===== src/rtl/pipeline_buffer.sv =====
// Circular pipeline buffer between a producing and a consuming stage.
// Optional same-cycle bypass when empty: define PIPE_BUFFER_BYPASS_EN.
module pipeline_buffer #(
  parameter int DATA_WIDTH = 32,
  parameter int DEPTH      = 4,
  localparam int CNT_WIDTH = $clog2(DEPTH) + 1
) (
  input  logic                  clk,
  input  logic                  rst,
  input  logic                  flush,
  input  logic                  stall_current_stage,
  input  logic                  stall_next_stage,
  input  logic [DATA_WIDTH-1:0] data_in,
  output logic [DATA_WIDTH-1:0] data_out,
  output logic                  out_valid,
  output logic                  full,
  output logic                  empty,
  output logic [CNT_WIDTH-1:0]  count
);

  localparam int PW = $clog2(DEPTH);

  logic [DATA_WIDTH-1:0] mem_q [DEPTH];
  logic [PW-1:0]         wp_q, wp_d;
  logic [PW-1:0]         rp_q, rp_d;
  logic [CNT_WIDTH-1:0]  cnt_q, cnt_d;

  logic push;
  logic byp;
  logic wr;
  logic rd;

  assign full  = (cnt_q == CNT_WIDTH'(DEPTH));
  assign empty = (cnt_q == '0);
  assign count = cnt_q;

  assign push = !stall_current_stage && !full && !flush;

`ifdef PIPE_BUFFER_BYPASS_EN
  assign byp = empty && push && !stall_next_stage;
`else
  assign byp = 1'b0;
`endif

  // A bypassed word is consumed directly and never occupies an entry.
  assign wr = push && !byp;
  assign rd = !empty && !stall_next_stage && !flush;

  assign out_valid = !empty || byp;

  always_comb begin
    data_out = '0;
    if (byp)
      data_out = data_in;
    else if (!empty)
      data_out = mem_q[rp_q];
  end

  always_comb begin
    wp_d  = wp_q;
    rp_d  = rp_q;
    cnt_d = cnt_q;
    if (flush) begin
      wp_d  = '0;
      rp_d  = '0;
      cnt_d = '0;
    end else begin
      if (wr)
        wp_d = wp_q + 1'b1;
      if (rd)
        rp_d = rp_q + 1'b1;
      unique case ({wr, rd})
        2'b10:   cnt_d = cnt_q + 1'b1;
        2'b01:   cnt_d = cnt_q - 1'b1;
        default: cnt_d = cnt_q;
      endcase
    end
  end

  always_ff @(posedge clk or negedge rst) begin
    if (!rst) begin
      wp_q  <= '0;
      rp_q  <= '0;
      cnt_q <= '0;
    end else begin
      wp_q  <= wp_d;
      rp_q  <= rp_d;
      cnt_q <= cnt_d;
    end
  end

  // Storage needs no reset: occupancy alone decides what is visible.
  always_ff @(posedge clk) begin
    if (wr)
      mem_q[wp_q] <= data_in;
  end

endmodule

===== config.mk =====
export PLATFORM = sky130hd
export DESIGN_NAME = pipeline_buffer
export DESIGN_NICKNAME = d
export VERILOG_FILES = /design/src/rtl/pipeline_buffer.sv
export SDC_FILE = /design/constraint.sdc
export NUM_CORES = 1
export LEC_CHECK = 0
export ABC_AREA = 1
export CAP_MARGIN = 25
export CORE_MARGIN = 2
export CORE_UTILIZATION = 49
export CTS_BUF_LIST = sky130_fd_sc_hd__clkbuf_4 sky130_fd_sc_hd__clkbuf_8 sky130_fd_sc_hd__clkbuf_16
export DETAILED_ROUTE_END_ITERATION = 7
export PLACE_DENSITY = 0.75
export SYNTH_ARGS = -nofsm -noshare
export SYNTH_HDL_FRONTEND = slang
export SYNTH_SLANG_ARGS = --single-unit

===== constraint.sdc =====
create_clock -name clk -period 2.8 [get_ports clk]
set_clock_uncertainty 0.05 [all_clocks]
set_input_delay 0.56 -clock clk [delete_from_list [all_inputs] [get_ports clk]]
set_output_delay 0.56 -clock clk [all_outputs]
set_load 0.02 [all_outputs]

Word level (Yosys, flattened, before mapping)
Memories as Yosys holds them, arrays and structs flattened.
Index checks and enable logic that the tools add are counted.
- add/sub/neg operators: 4
- multiplexer cells: 9
- eq/ne operators: 3
- reduce and logical (&&, ||, !) cells: 13
- operators with widths (kind ; number):
    two-way mux 32 bit ; 1
    two-way mux 2 bit ; 4
    case mux 3 bit (2 select lines) ; 1
    zero test 1 bit ; 5
    adder 2 x 1 -> 2 bit, second input constant ; 2
    logical AND 1 bit ; 4
    nonzero test 2 bit ; 2
    adder 3 x 1 -> 3 bit, second input constant ; 1
    equality test 3 bit, second input constant ; 1
    zero test 3 bit ; 1
    two-way mux 3 bit ; 1
    nonzero test 3 bit ; 1
    subtractor 3 x 1 -> 3 bit, second input constant ; 1
    equality test 2 x 1 -> 1 bit, second input constant ; 1
    equality test 2 bit, second input constant ; 1
    two-way mux 1 bit ; 2
- bits in writable memories: 128
- input port bits: 37
- memories kept: 1
- output and inout port bits: 38
- register bits after elaboration: 7
- memory list (memory ; depth ; width ; read ports ; clocked after Yosys merged registers in ; wr ports ; line ; RTL):
    mem_q ; 4 ; 32 ; 1 ; 0 ; 1 ; 23 ; logic [DATA_WIDTH-1:0] mem_q [DEPTH];

Logic depth before layout (Yosys ltp)
Gate-level depths: netlist of the first run.
- word-level depth: 7
- depth in mapped cells: 12
- mapped depth without buffers: 12

Worst setup path after synthesis of the first run
Ideal clock, no wire load.
- path type: register to register
- start: reg cnt_q[0], in the netlist count[0]
- end: mem mem_q[2][0] (enable)
- data arrival time: 2.391 ns
- slack: -0.062 ns
- clock period less this slack: 2.862 ns
- stages on the path, launching flop included: 7
- data required time: 2.329 ns
- setup time: 0.421 ns
- cell sequence: dfrtp_1 nor2_4 nand2_2 nand2_4 nor2_1 inv_1 nor2_1
- longest elaborated chain between the ends: 6
- ends and longest elaborated chain (item ; line ; RTL):
    from (decl) ; 26 ; logic [CNT_WIDTH-1:0] cnt_q, cnt_d;
    from (signal assigned) ; 88 ; cnt_q <= cnt_d;
    equality test 3 bit ; 33 ; assign full = (cnt_q == CNT_WIDTH'(DEPTH));
    zero test 1 bit ; 37 ; assign push = !stall_current_stage && !full && !flush;
    logical AND 1 bit (2 in a row) ; 37 ;
    two-way mux 1 bit ; 94 ; if (wr)
    two-way mux 1 bit (not written as such) ; 95 ; mem_q[wp_q] <= data_in;
    to (decl) ; 23 ;
Every way passes these cells.

Worst setup path after layout of the first run
- start: reg rp_q[0]
- end: out data_out[10]
- longest elaborated chain between the ends: 2
- ends and longest elaborated chain (item ; line ; RTL):
    from (decl) ; 25 ; logic [PW-1:0] rp_q, rp_d;
    from (signal assigned) ; 87 ; rp_q <= rp_d;
    memory read (4 x 32 bit) ; -- ;
    two-way mux 32 bit ; 55 ; else if (!empty)
    to (decl) ; 14 ; output logic [DATA_WIDTH-1:0] data_out,
Every way passes these cells.

==> metrics, run 1 <==
HP Class in -> async; final net count approximately 570; chip height between 100 and 150 um; Cell Chain, Critical Path inv_4 -> buf_4 -> o21ai_0 -> a21oi_1 -> dlygate4sd2_1; final worst setup slack ~0.1 ns; Placement Setup Slack 0.323 ns; Setup TNS 0 ns; Area Growth Syn to Fin 27.1%; Tmin final 2.70 ns; GR Overflow Total 0; # rows 38; Yosys top cell by area edfxtp_1; Ant. Diodes 0; ratio of cells with drive above 1 in the final layout 0.127; sequential-to-total area share from yosys stat 0.732; drt pass-1 iters 4; Area after DPL roughly 0.0064 mm2; Slew Limit Fails 0; Synth top area share 0.700; Overall Global Routing Usage 0.204; Slew headroom 0.761; final non-filler cell area ~0.007 mm2; remaining antenna violation count 0; DIE WIDTH between 100 and 150 um; routed vias 3587; WS Path Type reg -> out; Mapped Nets between 400 and 500; PwrDens approximately 970 mW/mm2; Clock transition at path regs 0.06 ns; Mapped Area 0.00549 mm2; syn avg cell area roughly 12 um2; Top Ports 75; Hold Slack about 0.26 ns; critical path's largest stage delay about 0.46 ns; clk sink count 135; Cells after Synth between 400 and 500; dpl cells about 650; RSZ-0062 raised after global routing no; Max Clk Rate approximately 0.37 GHz; largest net degree at the start of global routing 34; die area 0.0121 mm2; vias in the first global route 3618; first-pass GRT wire length approximately 18 mm; H-tree depth 4; Critical Path AT around 2.1 ns; CTS Root Buffer Type clkbuf_8; DRC violations left 0; Netlist cell types 25; final estimated routing congestion in global placement 0.820; final hold vios 0; clk_lat worst skew 0.52 ns; Starting Density 0.504; hpwl dp 7.08 mm; critical path buffer and inverter count 3; Leak Pwr 2.58 nW; wire length per cell after detailed routing around 17 um; clk buf depth 2; routed vias/inst around 5.2; PortBufs between 70 and 80; Post-CTS Setup Inserts 0; CP required approximately 2.2 ns; CP Launch Type register; antenna violations before repair 0; #FFs+latches synth 135; synth top area cells edfxtp_1, nor2_1, o21ai_0; First DRT Iteration DRCs about 180; CTS Buf Count 17; final wirelength between 10 and 15 mm; Ys Warns 0; cts-stage hold buffer count 0; CTS tree yes; Slowest-stage cell, CP dfrtp_2; status finished, final reports clean; max-cap violation count 0; fin crit share 0.964; non-filler cells, final around 700; CP Capture Type output port; core region area about 0.011 mm2; Worst-Margin Slew 0.357 ns; family with the most delay on the worst path buffers and inverters; crit-path max FO 17; Final setup viols 0; worst vdd ir between 0.5 and 0.6 mV
## layer usage
layer / wire length, um / vias up / GRT usage
met1: 4800 / 1729 / 0.250
met4: 263 / 0 / 0.0931
met2: 5810 / 120 / 0.341
met5: 0 / - / 0
li1: - / 1718 / -
met3: 568 / 20 / 0.0498
## what timing repair did
action                                 4_1_cts  5_1_grt
setup endpoints to repair                   33        3
endpoints found under the hold margin        0        0
resized for setup                           41        4
## cells in the mapped netlist
cell / instances
nand2_4: 2
inv_2: 5
xnor2_1: 1
a21oi_1: 34
nand3_1: 1
clkbuf_2: 2
o21ai_2: 1
clkbuf_1: 5
buf_6: 5
nor2_1: 133
ha_1: 4
buf_4: 2
a21oi_2: 1
a21oi_4: 1
dfrtp_1: 7
buf_2: 10
inv_1: 13
nand2_1: 16
o21ai_0: 40
fa_1: 1
nor2_4: 2
o21ai_1: 27
edfxtp_1: 128
nand3_2: 1
nand2_2: 3
## registers in the layout (all words and copies together) (netlist names)
name,count
count,3
mem_q,128
rp_q,2
wp_q,2
## power by group
group	internal [mW]	switching, mW	total, mW
sequential	2.36	0.0782	2.44
clock	1.26	0.765	2.03
combinational	0.817	1.46	2.27
total	4.44	2.30	6.74
## cell families after synthesis
family          Yosys count  share of synthesized area
flops                   135                      0.732
fa+ha+maj                 5                     0.0128
compound gates          104                     0.0982
xor+xnor                  1                    0.00159
buf+inv                  42                     0.0396
simple gates            158                      0.116
## through the flow
stage / utilization / power [mW]
2_1_floorplan: - / 3.88
3_3_place_gp: 0.592 / 4.91
3_5_place_dp: 0.592 / 4.93
4_1_cts: 0.641 / 6.78
5_1_grt: 0.641 / 7.05
6_report: 0.641 / 6.74
## final timing paths
path                                            from                endpoint  cells after the start  slack (ns)
worst max register to register  count[1]$_DFFE_PN0P_  mem_q[0][16]$_DFFE_PP_                      7        0.85
worst max-delay path             rp_q[0]$_DFFE_PN0P_            data_out[10]                      5        0.10
max in group asynchronous                        rst     rp_q[0]$_DFFE_PN0P_                      1        2.16
worst min-delay path                             rst    count[1]$_DFFE_PN0P_                      1        0.26
min in group clk                count[0]$_DFFE_PN0P_    count[0]$_DFFE_PN0P_                      1        0.50
worst min register to register  count[0]$_DFFE_PN0P_    count[0]$_DFFE_PN0P_                      1        0.50
## placed cells by master, fill, tap and decap left out, drive strengths merged
master	instances
nor2	135
edfxtp	128
o21ai	68
clkdlybuf4s50	41
a21oi	36
dlygate4sd2	31
nand2	21
clkbuf	20
inv	18
buf	18
clkinv	10
dfrtp	7
ha	4
bufinv	2
nand3	2
xnor2	1
fa	1
clkinvlp	1
clkdlybuf4s15	1
## worst reg2reg max path: cells and delay by family (launching register included)
| kind | cells | cell delay [ns] |
|---|---|---|
| flops | 1 | 0.45 |
| simple gates | 5 | 0.58 |
| buf+inv | 2 | 0.53 |
## final cells by class
cell class / count / area [um2]
Inverter: 18 / 70.1
Clock buffer: 19 / 429
Timing Repair Buffer: 92 / 885
Tap cell: 140 / 175
Clock inverter: 13 / 113
Multi-Input combinational cell: 268 / 1290
Sequential cell: 135 / 4020
Fill cell: 789 / 3910
Power figures use the tool's default switching activity.
==> inputs of run 2 (changes only) <==
Settings changed: PLACE_DENSITY 0.75 to unset, PLACE_DENSITY_LB_ADDON set to 0.1.
==> run 2 against run 1 <==
Against the previous run:
- hold slack improved by 0.0065 ns
- first-iteration DRC count rose by 26%
- global-route usage increased by 0.54 points
- fmax is 0.20% higher
- via count fell by 2.2%
- register-to-register slack about the same
- sequential power about the same
- power is 6.2% higher
- critical path depth increased by 1
- cell count stayed put
- critical path type unchanged
- largest cell class unchanged
- largest power group unchanged
==> metrics, run 2 (synthesized netlist as in run 1, its figures left out) <==
status finished, final reports clean; hpwl dp around 6.5 mm; Comb pwr share 0.321; fill cell count approximately 810; final estimated routing congestion in global placement 0.712; CTS Root Buffer Type clkbuf_8; final hold vios 0; non-filler cells, final roughly 690; Worst-Margin Slew around 0.37 ns; most used cell, CP nor2_1; First DRT Iteration DRCs 230; RSZ-0062 raised after global routing no; Core Util, Final 0.651; CP Launch Type register; Ant. Diodes 0; HP Class in -> async; WS Path Type reg -> out; total power 7.15 mW; max-cap violation count 0; most common cell after layout, fill and taps aside nor2_1; chip height about 110 um; routed vias/inst 5.12; CTS tree yes; Tmin final between 2 and 3 ns; largest net degree at the start of global routing 51; vias in the first global route 3566; Leak Pwr ~2.6 nW; drt pass-1 iters 4; Reg with most FFs mem_q; worst vdd ir ~0.53 mV; Final setup viols 0; DIE WIDTH between 100 and 150 um; Clock transition at path regs around 0.060 ns; wire length per cell after detailed routing 16.8 um; DRC violations left 0; CTS Buf Count 17; Clock Power Share 0.338; Slowest-stage cell, CP dfrtp_2; Seq pwr share 0.341; H-tree depth 4; routed vias 3508; Slew headroom 0.750; GR Overflow Total 0; PwrDens approximately 1000 mW/mm2; clk sink count roughly 140; Post-CTS Setup Inserts 0; most frequent cells in the layout nor2_1, edfxtp_1, clkdlybuf4s50_1; core region area around 0.011 mm2; Slew Limit Fails 0; Critical Path AT between 2 and 2.5 ns; final net count roughly 570; remaining antenna violation count 0; antenna violations before repair 0; # rows 38; die area roughly 0.012 mm2; max reg flops 128; clk buf depth 2; fin crit share 0.962; cell-internal power between 4 and 5 mW; Area Growth Syn to Fin 29.0%; Overall Global Routing Usage 0.209; PortBufs 74; dpl cells 652; Max Clk Rate approximately 0.37 GHz; CP Capture Type output port; Starting Density 0.504; CP required 2.19 ns; Top Ports between 70 and 80; first-pass GRT wire length between 15 and 20 mm; clk_lat worst skew between 0.5 and 0.6 ns; crit-path max FO 30; Hold Slack approximately 0.27 ns; ratio of cells with drive above 1 in the final layout 0.154; switching share of power 0.323; Cell Chain, Critical Path bufbuf_16 -> nor2_1 -> nor2_1 -> o21ai_0 -> a21oi_1 -> dlygate4sd2_1; sw power between 2 and 2.5 mW; final wirelength ~11 mm; critical path's largest stage delay approximately 0.47 ns
-- run 2: power groups by stage --
stage / Clock, mW / Combinational [mW] / Sequential, mW
floorplan: 0 / 1.40 / 2.48
global placement: 0 / 2.48 / 2.47
detailed placement: 0 / 2.50 / 2.47
CTS: 2.45 / 2.34 / 2.44
global route: 2.53 / 2.52 / 2.46
finish: 2.42 / 2.29 / 2.44
-- run 2: final timing paths --
path	startpoint	end	slack [ns]	cells after the start
min in group clk	count[0]$_DFFE_PN0P_	count[0]$_DFFE_PN0P_	0.49	1
setup / recovery	rp_q[0]$_DFFE_PN0P_	data_out[9]	0.11	6
hold reg to reg	count[0]$_DFFE_PN0P_	count[0]$_DFFE_PN0P_	0.49	1
setup reg to reg	count[0]$_DFFE_PN0P_	mem_q[1][6]$_DFFE_PP_	0.85	7
hold / removal	rst	count[0]$_DFFE_PN0P_	0.27	1
max in group asynchronous	rst	rp_q[0]$_DFFE_PN0P_	2.14	1
-- run 2: metal layers --
metal / global-route usage / vias to the layer above / share of wire
li1: - / 1727 / -
met1: 0.259 / 1660 / 0.42
met2: 0.349 / 111 / 0.50
met3: 0.0522 / 10 / 0.066
met4: 0.0904 / 0 / 0.011
met5: 0 / - / 0
-- run 2: timing repair --
item,CTS,global route
endpoints found under the setup margin,33,16
gates cloned,1,0
hold buffers,0,0
gates resized for setup,35,26
endpoints found under the hold margin,0,0
-- run 2: layout make-up --
cell class	count	area (um2)	area share
clock inverter	9	170	0.0240
clock buffer	23	484	0.0683
timing repair buffer	92	878	0.124
tap	140	175	0.0247
sequential	135	4020	0.568
inverter	18	67.6	0.00954
multi-input combinational	268	1290	0.182
-- run 2: worst max-delay path: cells and delay by family, from the launching register on --
family	cells	cell delay [ns]
buf+inv	2	0.71
flops	1	0.47
compound gates	2	0.23
simple gates	2	0.15
-- run 2: through the flow --
step                setup TNS, ns  setup slack [ns]  area (um2)
detailed placement              0             0.342        6470
CTS                             0            0.0727        7120
floorplan                   -7.89           -0.0617        5490
global placement                0             0.359        6470
global route                    0           0.00149        7090
finish                          0             0.107        7090
==> inputs of run 3 (changes only) <==
Settings changed: GPL_TIMING_DRIVEN set to 0, PLACE_DENSITY set to 0.82, PLACE_DENSITY_LB_ADDON 0.1 to unset, REMOVE_ABC_BUFFERS set to 1.
==> run 3 against run 2 <==
Against the previous run:
- combinational power increased by 5%
- cell area is 0.28% higher
- first-iteration DRC count fell by 16%
- utilization rose by 0.18 points
- wire length grew 1.5%
- critical path depth did not move
- global-route usage fell by 0.37 points
- largest power group unchanged
==> metrics, run 3 (synthesized netlist as in run 1, its figures left out) <==
GR Overflow Total 0; dpl cells 642; clk sink count approximately 140; final hold vios 0; Worst-Margin Slew approximately 0.65 ns; chip height about 110 um; H-tree depth 4; RSZ-0062 raised after global routing no; hpwl dp around 6.7 mm; final wirelength about 12 mm; most frequent cells in the layout nor2_1, edfxtp_1, clkdlybuf4s50_1; largest net degree at the start of global routing 39; CP Capture Type output port; Max Clk Rate 0.374 GHz; vias in the first global route roughly 3700; clk buf depth 2; wire length per cell after detailed routing ~17 um; clk_lat worst skew approximately 0.52 ns; Clock transition at path regs ~0.060 ns; Clock Power Share 0.310; First DRT Iteration DRCs ~190; Final setup viols 0; fin crit share 0.956; Tmin final approximately 2.7 ns; Overall Global Routing Usage 0.206; core region area around 0.011 mm2; status finished, final reports clean; worst vdd ir 0.670 mV; first-pass GRT wire length between 15 and 20 mm; switching share of power 0.345; cts-stage hold buffer count 0; Hold Slack between 0.2 and 0.25 ns; Reg with most FFs mem_q; ratio of cells with drive above 1 in the final layout 0.145; die area approximately 0.012 mm2; antenna violations before repair 0; PwrDens roughly 1000 mW/mm2; CTS Root Buffer Type clkbuf_8; Critical Path AT approximately 2.1 ns; Leak Pwr 2.58 nW; cell-internal power 4.60 mW; Placement Setup Slack -0.666 ns; Comb pwr share 0.343; DIE WIDTH ~110 um; routed vias/inst between 5 and 6; CP required about 2.2 ns; max-cap violation count 0; PortBufs 74; total power 7.03 mW; Slew Limit Fails 0; WS Path Type reg -> out; Starting Density 0.504; Slew headroom 0.564; DRC violations left 0; Ant. Diodes 0; non-filler cells, final a little under 700; CP Launch Type register; Setup TNS 0 ns; CTS Buf Count 17; CTS tree yes; drt pass-1 iters 5; Seq pwr share 0.347; Area Growth Syn to Fin 29.4%; final estimated routing congestion in global placement a little under 0.8; remaining antenna violation count 0; # rows 38; Top Ports 75; final worst setup slack ~0.12 ns; sw power ~2.4 mW; crit-path max FO 15; max reg flops 128; final net count between 500 and 600; most common cell after layout, fill and taps aside nor2_1; HP Class in -> async; routed vias ~3600
run 3: cell types whose count changed in the layout (fill, tap and decap cells not counted), sizes merged:
cell         change
inv              +3
dlygate4sd2      +1
bufinv           -2
buf              -5
clkbuf           -7
clkinv           +3
bufbuf           -1
clkinvlp         +2
run 3: power by group through the flow:
stage               logic [mW]  registers [mW]  clock network [mW]
floorplan                 1.19            2.55                   0
global placement          2.19            2.58                   0
detailed placement        2.44            2.52                   0
CTS                       2.45            2.44                2.21
global route              2.62            2.45                2.29
finish                    2.41            2.44                2.18
run 3: path summary, 6_finish.rpt:
check / startpoint / endpoint / slack (ns) / cells past startpoint
setup / recovery: count[2]$_DFFE_PN0P_ / data_out[23] / 0.12 / 6
setup reg to reg: count[1]$_DFFE_PN0P_ / mem_q[2][9]$_DFFE_PP_ / 0.59 / 7
hold / removal: rst / count[2]$_DFFE_PN0P_ / 0.25 / 1
max in group asynchronous: rst / rp_q[1]$_DFFE_PN0P_ / 2.18 / 1
hold reg to reg: count[0]$_DFFE_PN0P_ / count[0]$_DFFE_PN0P_ / 0.51 / 1
min in group clk: count[0]$_DFFE_PN0P_ / count[0]$_DFFE_PN0P_ / 0.51 / 1
run 3: stage by stage:
| step | instance area, um2 | util |
|---|---|---|
| 6_report | 7110 | 0.653 |
| 5_1_grt | 7110 | 0.653 |
| 4_1_cts | 7130 | 0.655 |
| 3_5_place_dp | 6470 | 0.595 |
| 3_3_place_gp | 6260 | 0.575 |
| 2_1_floorplan | 5340 | - |
run 3: cell type report:
cell class                 count  area [um2]
timing repair buffer          86         920
sequential                   135        4030
tap                          140         175
clock buffer                  17         414
multi-input combinational    268        1290
clock inverter                14         174
fill                         784        3780
inverter                      18        92.6
timing repair inverter         1        16.3
run 3: critical path, stage by stage (launching register included):
cell	delay, ns
dfrtp_1	0.45
inv_2	0.08
nand2_1	0.15
clkinvlp_4	0.18
buf_12	0.19
a21oi_1	0.14
dlygate4sd2_1	0.35
run 3: repair_timing:
item | in CTS | in global routing
cloned | 1 | 0
setup endpoints to repair | 33 | 13
resized for setup | 50 | 22
setup buffers | 5 | 0
run 3: layer usage:
layer | part of all wire | wire length (um) | vias up | global-route usage
met3 | 0.071 | 834 | 14 | 0.0670
met5 | 0 | 0 | - | 0
met4 | 0.010 | 117 | 0 | 0.0850
met2 | 0.53 | 6140 | 151 | 0.357
met1 | 0.39 | 4570 | 1736 | 0.233
li1 | - | - | 1722 | -
